--- src/rtl/fp_operand_dispatch.sv ---
// Operand-pair dispatcher: steers {na, nb} into one of N per-path FIFOs by select
// code; illegal selects are dropped and counted.
module fp_operand_dispatch #(
  parameter int W     = 37,
  parameter int N     = 3,
  parameter int SELW  = 2,
  parameter int DEPTH = 2
) (
  input  logic              clk,
  input  logic              rst,
  input  logic              in_valid,
  output logic              in_ready,
  input  logic [W-1:0]      in_na,
  input  logic [W-1:0]      in_nb,
  input  logic [SELW-1:0]   in_sel,
  output logic [N-1:0]      out_valid,
  input  logic [N-1:0]      out_ready,
  output logic [N*W-1:0]    out_na,
  output logic [N*W-1:0]    out_nb,
  output logic              drop_pulse,
  output logic [7:0]        drop_count
);

  localparam int AW = $clog2(DEPTH);
  localparam int CW = $clog2(DEPTH + 1);

  logic [W-1:0]  mem_na [N][DEPTH];
  logic [W-1:0]  mem_nb [N][DEPTH];
  logic [AW-1:0] wptr   [N];
  logic [AW-1:0] rptr   [N];
  logic [CW-1:0] occ    [N];

  logic          sel_legal;
  logic          accept;
  logic [N-1:0]  full;
  logic [N-1:0]  push;
  logic [N-1:0]  pop;

  // Ready looks only at the pre-edge full flag, so a same-cycle pop never makes room.
  always_comb begin
    sel_legal = 1'b0;
    in_ready  = 1'b1;
    full      = '0;
    pop       = '0;
    push      = '0;
    for (int k = 0; k < N; k++) begin
      full[k] = (occ[k] == CW'(DEPTH));
      pop[k]  = (occ[k] != '0) && out_ready[k];
      if (in_sel == SELW'(k)) begin
        sel_legal = 1'b1;
        in_ready  = !full[k];
      end
    end
    accept = in_valid && in_ready;
    for (int k = 0; k < N; k++) begin
      push[k] = accept && (in_sel == SELW'(k));
    end
  end

  always_ff @(posedge clk) begin
    if (rst) begin
      for (int k = 0; k < N; k++) begin
        wptr[k] <= '0;
        rptr[k] <= '0;
        occ[k]  <= '0;
        for (int d = 0; d < DEPTH; d++) begin
          mem_na[k][d] <= '0;
          mem_nb[k][d] <= '0;
        end
      end
      drop_pulse <= 1'b0;
      drop_count <= 8'd0;
    end else begin
      for (int k = 0; k < N; k++) begin
        if (push[k]) begin
          mem_na[k][wptr[k]] <= in_na;
          mem_nb[k][wptr[k]] <= in_nb;
          wptr[k]            <= wptr[k] + 1'b1;
        end
        if (pop[k]) begin
          rptr[k] <= rptr[k] + 1'b1;
        end
        if (push[k] && !pop[k]) begin
          occ[k] <= occ[k] + 1'b1;
        end else if (pop[k] && !push[k]) begin
          occ[k] <= occ[k] - 1'b1;
        end
      end
      drop_pulse <= accept && !sel_legal;
      if (accept && !sel_legal && (drop_count != 8'hFF)) begin
        drop_count <= drop_count + 8'd1;
      end
    end
  end

  for (genvar k = 0; k < N; k++) begin : g_out
    assign out_valid[k]       = (occ[k] != '0);
    assign out_na[k*W +: W]   = mem_na[k][rptr[k]];
    assign out_nb[k*W +: W]   = mem_nb[k][rptr[k]];
  end

endmodule

--- config.mk ---
export PLATFORM = sky130hd
export DESIGN_NAME = fp_operand_dispatch
export DESIGN_NICKNAME = d
export VERILOG_FILES = /design/src/rtl/fp_operand_dispatch.sv
export SDC_FILE = /design/constraint.sdc
export NUM_CORES = 1
export LEC_CHECK = 0
export BUFFER_PORTS_ARGS = -buffer_cell sky130_fd_sc_hd__buf_4
export CAP_MARGIN = 20
export CORE_MARGIN = 8
export CORE_UTILIZATION = 33
export CTS_BUF_LIST = sky130_fd_sc_hd__clkbuf_4 sky130_fd_sc_hd__clkbuf_8
export CTS_CLUSTER_SIZE = 10
export DETAILED_ROUTE_END_ITERATION = 6
export PLACE_DENSITY = 0.57
export SYNTH_ARGS = -nofsm -noshare
export SYNTH_HDL_FRONTEND = slang
export SYNTH_SLANG_ARGS = --single-unit
--- constraint.sdc ---
create_clock -name clk -period 21.8 [get_ports clk]
set_clock_uncertainty 0.05 [all_clocks]
set_input_delay 2.18 -clock clk [delete_from_list [all_inputs] [get_ports clk]]
set_output_delay 2.18 -clock clk [all_outputs]
set_load 0.1 [all_outputs]
* Yosys cells after proc, flatten, opt, wreduce, memory -nomap -nowiden
Memories as Yosys holds them, arrays and structs flattened.
Cells that the tools add are included.
** Storage, ports and cells
- Register bits :: 9
- RAM bits :: 456
- Bits of input ports :: 82
- Output and inout port bits :: 235
- Word-level logic and storage cells :: 1059
- Memories :: 5
** Cells by class
- Add/subtract/negate cells :: 13
- Order comparisons :: 9
- Eq/ne operators :: 6
- Mux-type cells :: 530
- Bitwise gates (word level) :: 462
- Reduce and logical (&&, ||, !) cells :: 32
** Memory list
- mem_na :: words 3, width 74, read ports 3, clocked after Yosys merged registers in 0, write ports 3, RTL line 27 : logic [W-1:0] mem_na [N][DEPTH];
- mem_nb :: words 3, width 74, read ports 3, clocked after Yosys merged registers in 0, write ports 3, RTL line 28 : logic [W-1:0] mem_nb [N][DEPTH];
- occ :: words 3, width 2, read ports 3, clocked after Yosys merged registers in 0, write ports 3, RTL line 31 : logic [CW-1:0] occ [N];
- rptr :: words 3, width 1, read ports 3, clocked after Yosys merged registers in 0, write ports 3, RTL line 30 : logic [AW-1:0] rptr [N];
- wptr :: words 3, width 1, read ports 3, clocked after Yosys merged registers in 0, write ports 3, RTL line 29 : logic [AW-1:0] wptr [N];
** Operators by type and width (number)
- $mux 37 :: 21
- $mux 1 :: 497
- $or 1x1->1 :: 456
- $mux 74 :: 3
- $demux 37 s1 :: 3
- $logic_and 1x1->1 :: 18
- $ge 2x2->1 const B :: 6
- $mux 2 :: 6
- $not 1->2 :: 6
- $logic_not 1->1 :: 10
- $add 8x1->8 const B :: 1
- $eq 2x2->1 const B :: 4
- $ne 8x8->1 const B :: 1
- $add 1x1->1 const B :: 6
- $add 2x1->2 const B :: 3
- $lt 2x1->1 const B :: 3
- $reduce_bool 2->1 :: 3
- $sub 2x1->2 const B :: 3
- $eq 2x1->1 const B :: 1
- $logic_not 2->1 :: 1

* Longest topological paths before layout
Gate-level depths: netlist of the first run.
- Depth in word-level cells :: 14
- Depth in mapped cells :: 8
- Mapped depth without buffers :: 7

* Worst setup path before layout of the first run
OpenSTA, ideal clock, no wires.
- Path kind :: input -> register
- Start point :: input in_sel[0]
- End point :: memory mem_na[0][185] in the netlist's numbering, enable pin
- Library setup time :: 609 ps
- Arrival time :: 7840 ps
- Required time :: 21141 ps
- Path slack :: 13301 ps
- Stages :: 4
- Path buffers :: 1
- Cells stage by stage :: buf_6 > nor2_1 > nand3_2 > o21ai_0
** RTL lines
- from (decl) :: RTL line 15 : input logic [SELW-1:0] in_sel,
- to (decl) :: RTL line 27

==> qor.yml, run 1 <==
place:
  placed_area_mm2: 0.0235
  place_hpwl_um: 33400
  place_congestion: 0.812
  numPortBuffers: 316
  place_ws_ns: 15.77
  dp.cells: 2383
floorplan:
  io_pins: 317
  die_w_um: 264
  dieArea_mm2: 0.0695
  die_h_um: 264
  row_count: 91
  core_area_mm2: 0.0611
  initial_core_util: 0.331
clock_tree:
  cts_hold_buffers: 0
  post_cts_resized: 0
  cts_tree: "yes"
  clockBufferDepth: 3
  cts.sink_count: 465
  numCtsBuffers: 82
  clk_latency_ns: 0.64
  cts_root_buffer: "clkbuf_8"
  post-cts-setup-buffers: 0
  clkTransAtPathRegs_ns: 0.06
  ctsHtreeMaxLevel: 3
synth:
  synthArstFlopShare: 0
  syn_avg_cell_area_um2: 15.1
  yosysWarningCount: 0
  synthTopCellsByArea: "edfxtp_1, mux2_2, and2_1, and3_1, clkbuf_1"
  ys_ff_latch: 465
  synth_edf_count: 456
  synth.net_count: 1426
  synth_top_area_frac: 0.676
  synthFlopType: "edfxtp_1"
  ys_seq_area_frac: 0.685
  ys_types: 40
  synthesis.area_mm2: 0.0202
  yosys.area.top_type: "edfxtp_1"
  synth_cells: 1341
power:
  power_density_mw_per_mm2: 105
  finalPower_mw: 2.63
  peakVddDrop_mv: 0.0622
  p_leak_nw: 10.2
timing:
  fin_crit_sh: 0.244
  max_freq_ghz: 0.188
  tightest_slew_ns: 1.04
  holdWs_ns: 0.520
  fin_crit_ns: 5.32
  setup_violations: 0
  tns_ns: 0
  relSlewSlack: 0.304
  hold_viol_final: 0
  setup_slack_ns: 16.48
  rsz0062_at_grt: "false"
  maxSlewViolCount: 0
cells_and_area:
  final_nets: 1762
  fillers: 5584
  final_area_mm2: 0.0252
  syn_to_final_growth_pct: 24.3
  utilization: 0.412
  drive_gt1_frac: 0.411
  layout.cells.non_filler: 2526
setup_path:
  r2r_setup_slack_ns: 17.60
  cp_cell_sequence: "buf_4, mux2_2, buf_4"
  crit_top_cell: "buf_4"
  crit_type: "register to output port"
  arrival_ns: 3.09
  worstPathMaxFanout: 63
  slowest_stage: "buf_4"
  crit_path_start_kind: "register"
  slowest_delay_ns: 0.90
  crit_path_end_kind: "output port"
  cp.required_ns: 19.57
route:
  drtAntennaViolNets: 0
  drc: 0
  drt_wl_total_um: 53800
  wl_per_cell_um: 21.3
  drt-pass1-iter-count: 5
  drtIter0Drc: 660
  vias: 11900
  viasPerCell: 4.70
global_routing:
  grt_max_degree: 78
  grt_first_pass_wirelength_um: 81000
  gr-total-overflow: 0
  grt_usage: 0.153
  first_global_vias: 12900
  antenna_found_initial: 2
job:
  max_cap_viol_count: 0
hold_path:
  hold_class: "register to register"
outcome:
  status: "finished clean"
-- cell usage after synthesis, drive strengths merged, types with 2 or more instances --
cell    count
clkbuf     66
nand3b      2
o21ai      11
nand2b      5
ha          3
dfxtp       9
a41oi       2
nand2      18
nand3       8
a21oi       8
edfxtp    456
nand4       4
nor2       25
mux2i       2
o22ai       2
mux2      222
inv         7
or2         8
xnor2       2
xor2        6
and3       77
buf        19
and2      372
-- layout by cell type, fill, tap and decap left out, drive strengths merged, types with 8 or more instances in the layout --
cell	count
buf	337
a21oi	8
o21ai	11
and3	77
or2	8
mux2	222
nand3	8
nor2	25
clkbuf	116
and2	372
dfxtp	9
edfxtp	456
nand2	18
clkinv	18
-- metal layers --
layer,vias to the layer above,GRT usage,routed length (um)
li1,5504,-,-
met1,5990,0.190,23300
met2,308,0.258,26500
met3,74,0.0362,2870
met4,0,0.0525,1130
met5,-,0,0
-- final timing paths --
path	start	end	cells past startpoint
max	rptr[0][0]	out_na[0]	3
min	occ[2][0]	occ[2][0]	1
max reg2reg	occ[1][1]	mem_na[0][117]	8
min reg2reg	occ[2][0]	occ[2][0]	1
-- cell type report --
| class | instances | area, um2 | share of cell area |
|---|---|---|---|
| clock inverter | 25 | 214 | 0.00850 |
| clock buffer | 116 | 1410 | 0.0560 |
| tap | 790 | 988 | 0.0393 |
| sequential | 465 | 13900 | 0.551 |
| multi-input combinational | 784 | 6060 | 0.241 |
| inverter | 7 | 26.3 | 0.00104 |
| antenna | 2 | 5.00 | 0.000199 |
| timing repair buffer | 337 | 2580 | 0.103 |
-- kinds of logic (layout without fill, tap and decap cells) --
logic type / count (synthesis) / in the layout / share of synthesized area
AND/OR/NAND/NOR: 524 / 524 / 0.157
flip-flops: 465 / 465 / 0.685
multiplexers: 224 / 224 / 0.124
buffers and inverters: 92 / 485 / 0.0190
AO/OA/AOI/OAI: 25 / 25 / 0.00890
XOR/XNOR: 8 / 8 / 0.00346
adder cells (fa/ha/maj): 3 / 3 / 0.00185
other: 0 / 2 / 0
-- flip-flops by register name, summed over array words and instances (netlist names) --
name        flops
drop_pulse      1
mem_na        222
wptr            3
occ             6
mem_nb        222
rptr            3
drop_count      8
-- where the power goes --
part | internal (mW) | leakage [nW] | switching (mW)
combinational | 0.172 | 4.56 | 0.607
clock | 0.460 | 0.849 | 0.348
sequential | 1.03 | 4.80 | 0.0151
-- critical path, delay by kind of cell, from the launching register on --
family                 cells  cell delay, ns
buffers and inverters      2            1.14
DFF                        1            0.79
muxes                      1            0.46
(Power assumes the default switching activity.)
==> inputs of run 2 (changes only) <==
- PLACE_DENSITY: 0.57 -> 0.59
- clock period: 21.8 -> 4.5 ns (I/O delays scaled with it)
==> qor.yml, run 2 (same netlist as run 1, synthesis figures left out) <==
place:
  place_congestion: 0.733  # -9.7%
  placed_area_mm2: 0.0236  # +0.31%
  place_hpwl_um: 35000  # +5.0%
  numPortBuffers: 316  # unchanged
power:
  clockPowerShare: 0.299  # -0.008
  peakVddDrop_mv: 0.269  # +330%
  internal_power_mw: 7.92  # +380%
  pwr-share-comb: 0.300  # +0.004
  p_leak_nw: 10.2  # +0.29%
  swShare: 0.371  # +0.00283
  pwr-share-seq: 0.401  # +0.004
  power_density_mw_per_mm2: 499  # +380%
  p_switching_mw: 4.68  # +380%
timing:
  maxSlewViolCount: 0  # unchanged
  tightest_slew_ns: 0.973  # -0.0709 ns
  fin_crit_ns: 3.25
  max_freq_ghz: 0.307
  rsz0062_at_grt: "false"
  fin_crit_sh: 0.723
  relSlewSlack: 0.351  # +0.0472
  tns_ns: 0  # unchanged
  hold_viol_final: 0  # unchanged
  setup_violations: 0  # unchanged
floorplan:
  io_pins: 317  # unchanged
  row_count: 91  # unchanged
  core_area_mm2: 0.0611  # unchanged
  die_w_um: 264  # unchanged
  dieArea_mm2: 0.0695  # unchanged
  initial_core_util: 0.331  # unchanged
  die_h_um: 264  # unchanged
clock_tree:
  ctsHtreeMaxLevel: 3  # unchanged
  clockBufferDepth: 3  # unchanged
  numCtsBuffers: 82  # unchanged
  clk_latency_ns: 0.63  # about the same
  cts.sink_count: 465  # unchanged
  cts_hold_buffers: 0  # unchanged
  cts_tree: "yes"
  post_cts_resized: 0  # unchanged
  post-cts-setup-buffers: 0  # unchanged
  cts_root_buffer: "clkbuf_8"
  clkTransAtPathRegs_ns: 0.06  # about the same
cells_and_area:
  final_cell_mix: "edfxtp_1, and2_1, buf_4"
  top_regs: "mem_na: 222 flops, mem_nb: 222 flops, drop_count: 8 flops"
  final_common_cell: "edfxtp_1"
  final_nets: 1769  # +0.40%
  drive_gt1_frac: 0.412  # +0.000543
  final_area_mm2: 0.0252  # +0.33%
  syn_to_final_growth_pct: 24.7
  fillers: 5617  # +0.59%
  utilization: 0.413  # +0.00137
setup_path:
  r2r_setup_slack_ns: 1.25  # -16.35 ns
  worstPathMaxFanout: 58  # -7.9%
  worstReg2RegStart: "occ[1][1]"
  crit_path_start_kind: "register"
  rr_worst_depth: 7  # -1
  arrival_ns: 3.51  # +0.42 ns
  crit_type: "register to register"
  crit_path_end_kind: "register"
  r2r-end: "mem_nb[0][86]"
  cp.required_ns: 4.75  # -14.82 ns
route:
  wl_per_cell_um: 21.1  # -0.91%
  drtAntennaViolNets: 0  # unchanged
  viasPerCell: 4.69  # -0.30%
  vias: 11900  # -0.067%
  drt-pass1-iter-count: 4  # -1
  drtIter0Drc: 812  # +23%
  drc: 0  # unchanged
  drt_wl_total_um: 53400  # -0.68%
hold_path:
  hold_end: "mem_nb[0][166]"
  holdPathStages: 2  # +1
  hold_class: "input port to register"
  holdCritStartpoint: "in_nb[18]"
job:
  max_cap_viol_count: 0  # unchanged
global_routing:
  antenna_found_initial: 6  # +4
  grt_max_degree: 76  # -2.6%
  first_global_vias: 12500  # -2.5%
  grt_usage: 0.152  # -0.000922
  grt_first_pass_wirelength_um: 80600  # -0.43%
  gr-total-overflow: 0  # unchanged
outcome:
  status: "finished clean"
## run 2: changes by cell type in the layout (fill, tap and decap cells not counted)
cell | previous run | this run
buf_12 | 1 | 7
buf_16 | 2 | 3
bufinv_16 | 4 | 2
clkbuf_4 | 30 | 25
clkbuf_8 | 86 | 87
clkinv_1 | 15 | 17
clkinv_2 | 3 | 5
diode_2 | 2 | 3
## run 2: routing by layer
metal	GRT usage	wire (um)	up-vias
met5	0	14	-
met2	0.262	26900	292
li1	-	-	5525
met3	0.0346	2760	77
met1	0.187	22700	5972
met4	0.0484	1100	2
## run 2: worst max-delay path: stages (launching register included)
cell      delay [ns]
edfxtp_1        0.45
nor2b_1         0.18
nor2_1          0.12
and3_2          0.42
buf_4           0.55
nand2_1         0.19
nand2_4         0.53
buf_4           0.38
## run 2: cell type report
cell class	instances	area (um2)	share of cell area
clock inverter	27	171	0.00679
antenna	3	7.51	0.000297
multi-input combinational	784	6060	0.240
timing repair buffer	344	2730	0.108
sequential	465	13900	0.550
inverter	7	26.3	0.00104
clock buffer	112	1390	0.0549
tap	790	988	0.0392
## run 2: metrics by stage
| stage | hold slack (ns) | power [mW] | setup slack, ns | instances |
|---|---|---|---|---|
| floorplan | 0.487 | 8.06 | -0.274 | 1341 |
| global placement | 0.499 | 8.95 | 1.16 | 2386 |
| detailed placement | 0.494 | 8.97 | 1.11 | 2387 |
| CTS | 0.00582 | 12.8 | 1.15 | 2526 |
| global route | 0.0370 | 13.1 | 0.999 | 2530 |
| finish | 0.0895 | 12.6 | 1.25 | 2532 |
## run 2: worst max-delay path by stage
stage               startpoint             to  slack (ns)  cells after the start
floorplan            in_sel[1]   mem_na[0][0]       -0.27                      4
global placement           rst  mem_na[0][74]        1.16                      7
detailed placement         rst  mem_nb[0][96]        1.11                      7
CTS                  occ[1][1]  mem_nb[0][86]        1.15                      7
global route         occ[1][1]  mem_nb[0][87]         1.0                      7
finish               occ[1][1]  mem_nb[0][86]        1.25                      7
## run 2: power groups by stage
stage          Sequential, mW  Clock [mW]  Combinational, mW
6_report                 5.06        3.77               3.78
4_1_cts                  5.06        3.89               3.83
2_1_floorplan            5.14           0               2.92
5_1_grt                  5.08        4.07               3.92
3_3_place_gp             5.14           0               3.81
3_5_place_dp             5.15           0               3.82
==> inputs of run 3 (changes only) <==
- PLACE_DENSITY: 0.59 -> 0.57
- clock period: 4.5 -> 3 ns (I/O delays scaled with it)
==> qor.yml, run 3 (same netlist as run 1, synthesis figures left out) <==
clock_tree:
  ctsHtreeMaxLevel: 3  # unchanged
  cts_tree: "yes"
  cts_root_buffer: "clkbuf_8"
  cts.sink_count: 465  # unchanged
  clockBufferDepth: 3  # unchanged
  post_cts_resized: 0  # unchanged
  numCtsBuffers: 84  # +2.4%
  clkTransAtPathRegs_ns: 0.06  # about the same
  clk_latency_ns: 0.65  # +0.02 ns
timing:
  tightest_slew_ns: 1.05  # +0.0739 ns
  setup_violations: 0  # unchanged
  tns_ns: 0  # unchanged
  setup_slack_ns: 0.332  # -0.915 ns
  rsz0062_at_grt: "false"
  maxSlewViolCount: 0  # unchanged
  fin_crit_sh: 0.889  # +0.166
  fin_crit_ns: 2.67  # -0.585 ns
  relSlewSlack: 0.302  # -0.0493
  max_freq_ghz: 0.375  # +22%
  hold_viol_final: 0  # unchanged
  holdWs_ns: 0.130  # +0.0405 ns
place:
  place_ws_ns: 0.295  # -0.812 ns
  place_congestion: 0.772  # +5.2%
  place_hpwl_um: 33000  # -5.9%
  dp.cells: 2387  # unchanged
  numPortBuffers: 316  # unchanged
setup_path:
  worst_path_dominant_cell_family: "simple AND/OR/NAND/NOR gates"
  worst-path-buf-inv: 1  # -1
  slowest_stage: "or2_4"
  crit_path_start_kind: "register"
  crit_path_end_kind: "register"
  worstPathMaxFanout: 51  # -12%
  crit_type: "register to register"
  slowest_delay_ns: 0.78  # +0.23 ns
  cp_cell_sequence: "nor2b_1, nor2_1, and3_2, and2b_2, or2_4, buf_4"
  cp.required_ns: 3.28  # -1.47 ns
  arrival_ns: 2.95  # -0.56 ns
floorplan:
  io_pins: 317  # unchanged
  initial_core_util: 0.331  # unchanged
  row_count: 91  # unchanged
  core_area_mm2: 0.0611  # unchanged
  die_w_um: 264  # unchanged
  dieArea_mm2: 0.0695  # unchanged
  die_h_um: 264  # unchanged
hold_path:
  hold_class: "input port to register"
global_routing:
  first_global_vias: 13000  # +3.9%
  grt_max_degree: 77  # +1.3%
  gr-total-overflow: 0  # unchanged
  antenna_found_initial: 2  # -4
  grt_usage: 0.154  # +0.00258
  grt_first_pass_wirelength_um: 82100  # +1.8%
route:
  drtIter0Drc: 581  # -28%
  drc: 0  # unchanged
  drtAntennaViolNets: 0  # unchanged
  drt_wl_total_um: 54400  # +1.8%
  viasPerCell: 4.67  # -0.45%
  wl_per_cell_um: 20.7  # -1.7%
  vias: 12200  # +3.1%
  drt-pass1-iter-count: 5  # +1
cells_and_area:
  drive_gt1_frac: 0.397  # -0.0145
  final_common_cell: "edfxtp_1"
  final_nets: 1847  # +4.4%
  utilization: 0.427  # +0.0139
  layout.cells.non_filler: 2623  # +3.6%
  final_cell_mix: "edfxtp_1, and2_1, buf_4"
  top_regs: "mem_na: 222 flops, mem_nb: 222 flops, drop_count: 8 flops"
  syn_to_final_growth_pct: 28.9
power:
  p_leak_nw: 10.6  # +3.6%
  power_density_mw_per_mm2: 740  # +48%
  peakVddDrop_mv: 0.435  # +61%
job:
  max_cap_viol_count: 0  # unchanged
outcome:
  status: "finished clean"
run 3: final timing paths:
check / startpoint / to / slack [ns] / cells after the start
worst max-delay path: occ[1][1] / mem_nb[0][125] / 0.33 / 6
worst min-delay path: in_sel[0] / wptr[0][0] / 0.13 / 4
worst max register to register: occ[1][1] / mem_nb[0][125] / 0.33 / 6
worst min register to register: drop_count[4] / drop_count[4] / 0.50 / 2
run 3: timing repair:
item	4_1_cts	5_1_grt
buffers inserted	0	0
hold buffers	79	0
endpoints found under the hold margin	458	0
run 3: metrics by stage:
stage               cell area [um2]  power, mW
floorplan                     20300       12.1
detailed placement            23600       13.5
global placement              23600       13.5
finish                        26100       19.3
CTS                           26100       19.6
global route                  26100       20.0
run 3: final cells by class:
| class | count | area, um2 |
|---|---|---|
| fillers | 5583 | 35000 |
| flip-flops and latches | 465 | 13900 |
| multi-input cells | 784 | 6060 |
| repair buffers | 420 | 3480 |
| clock buffers | 115 | 1400 |
| well taps | 790 | 988 |
| clock inverters | 39 | 262 |
| inverters | 7 | 26.3 |
| diodes | 3 | 7.51 |
run 3: per-layer routing:
metal	wire length [um]	global-route usage	up-vias
met3	3390	0.0467	58
met1	23000	0.187	6182
met5	13	0	-
li1	-	-	5678
met4	943	0.0474	2
met2	27000	0.262	319
run 3: power breakdown:
part / leakage, nW / switching [mW] / internal [mW]
Sequential: 4.80 / 0.0974 / 7.49
Combinational: 4.93 / 4.44 / 1.33
Clock: 0.878 / 2.68 / 3.29
Total: 10.6 / 7.22 / 12.1
run 3: worst min-delay path, delay by kind of cell:
family | cells | cell delay (ns)
buffers and inverters | 1 | 0.13
AND/OR/NAND/NOR | 3 | 0.23
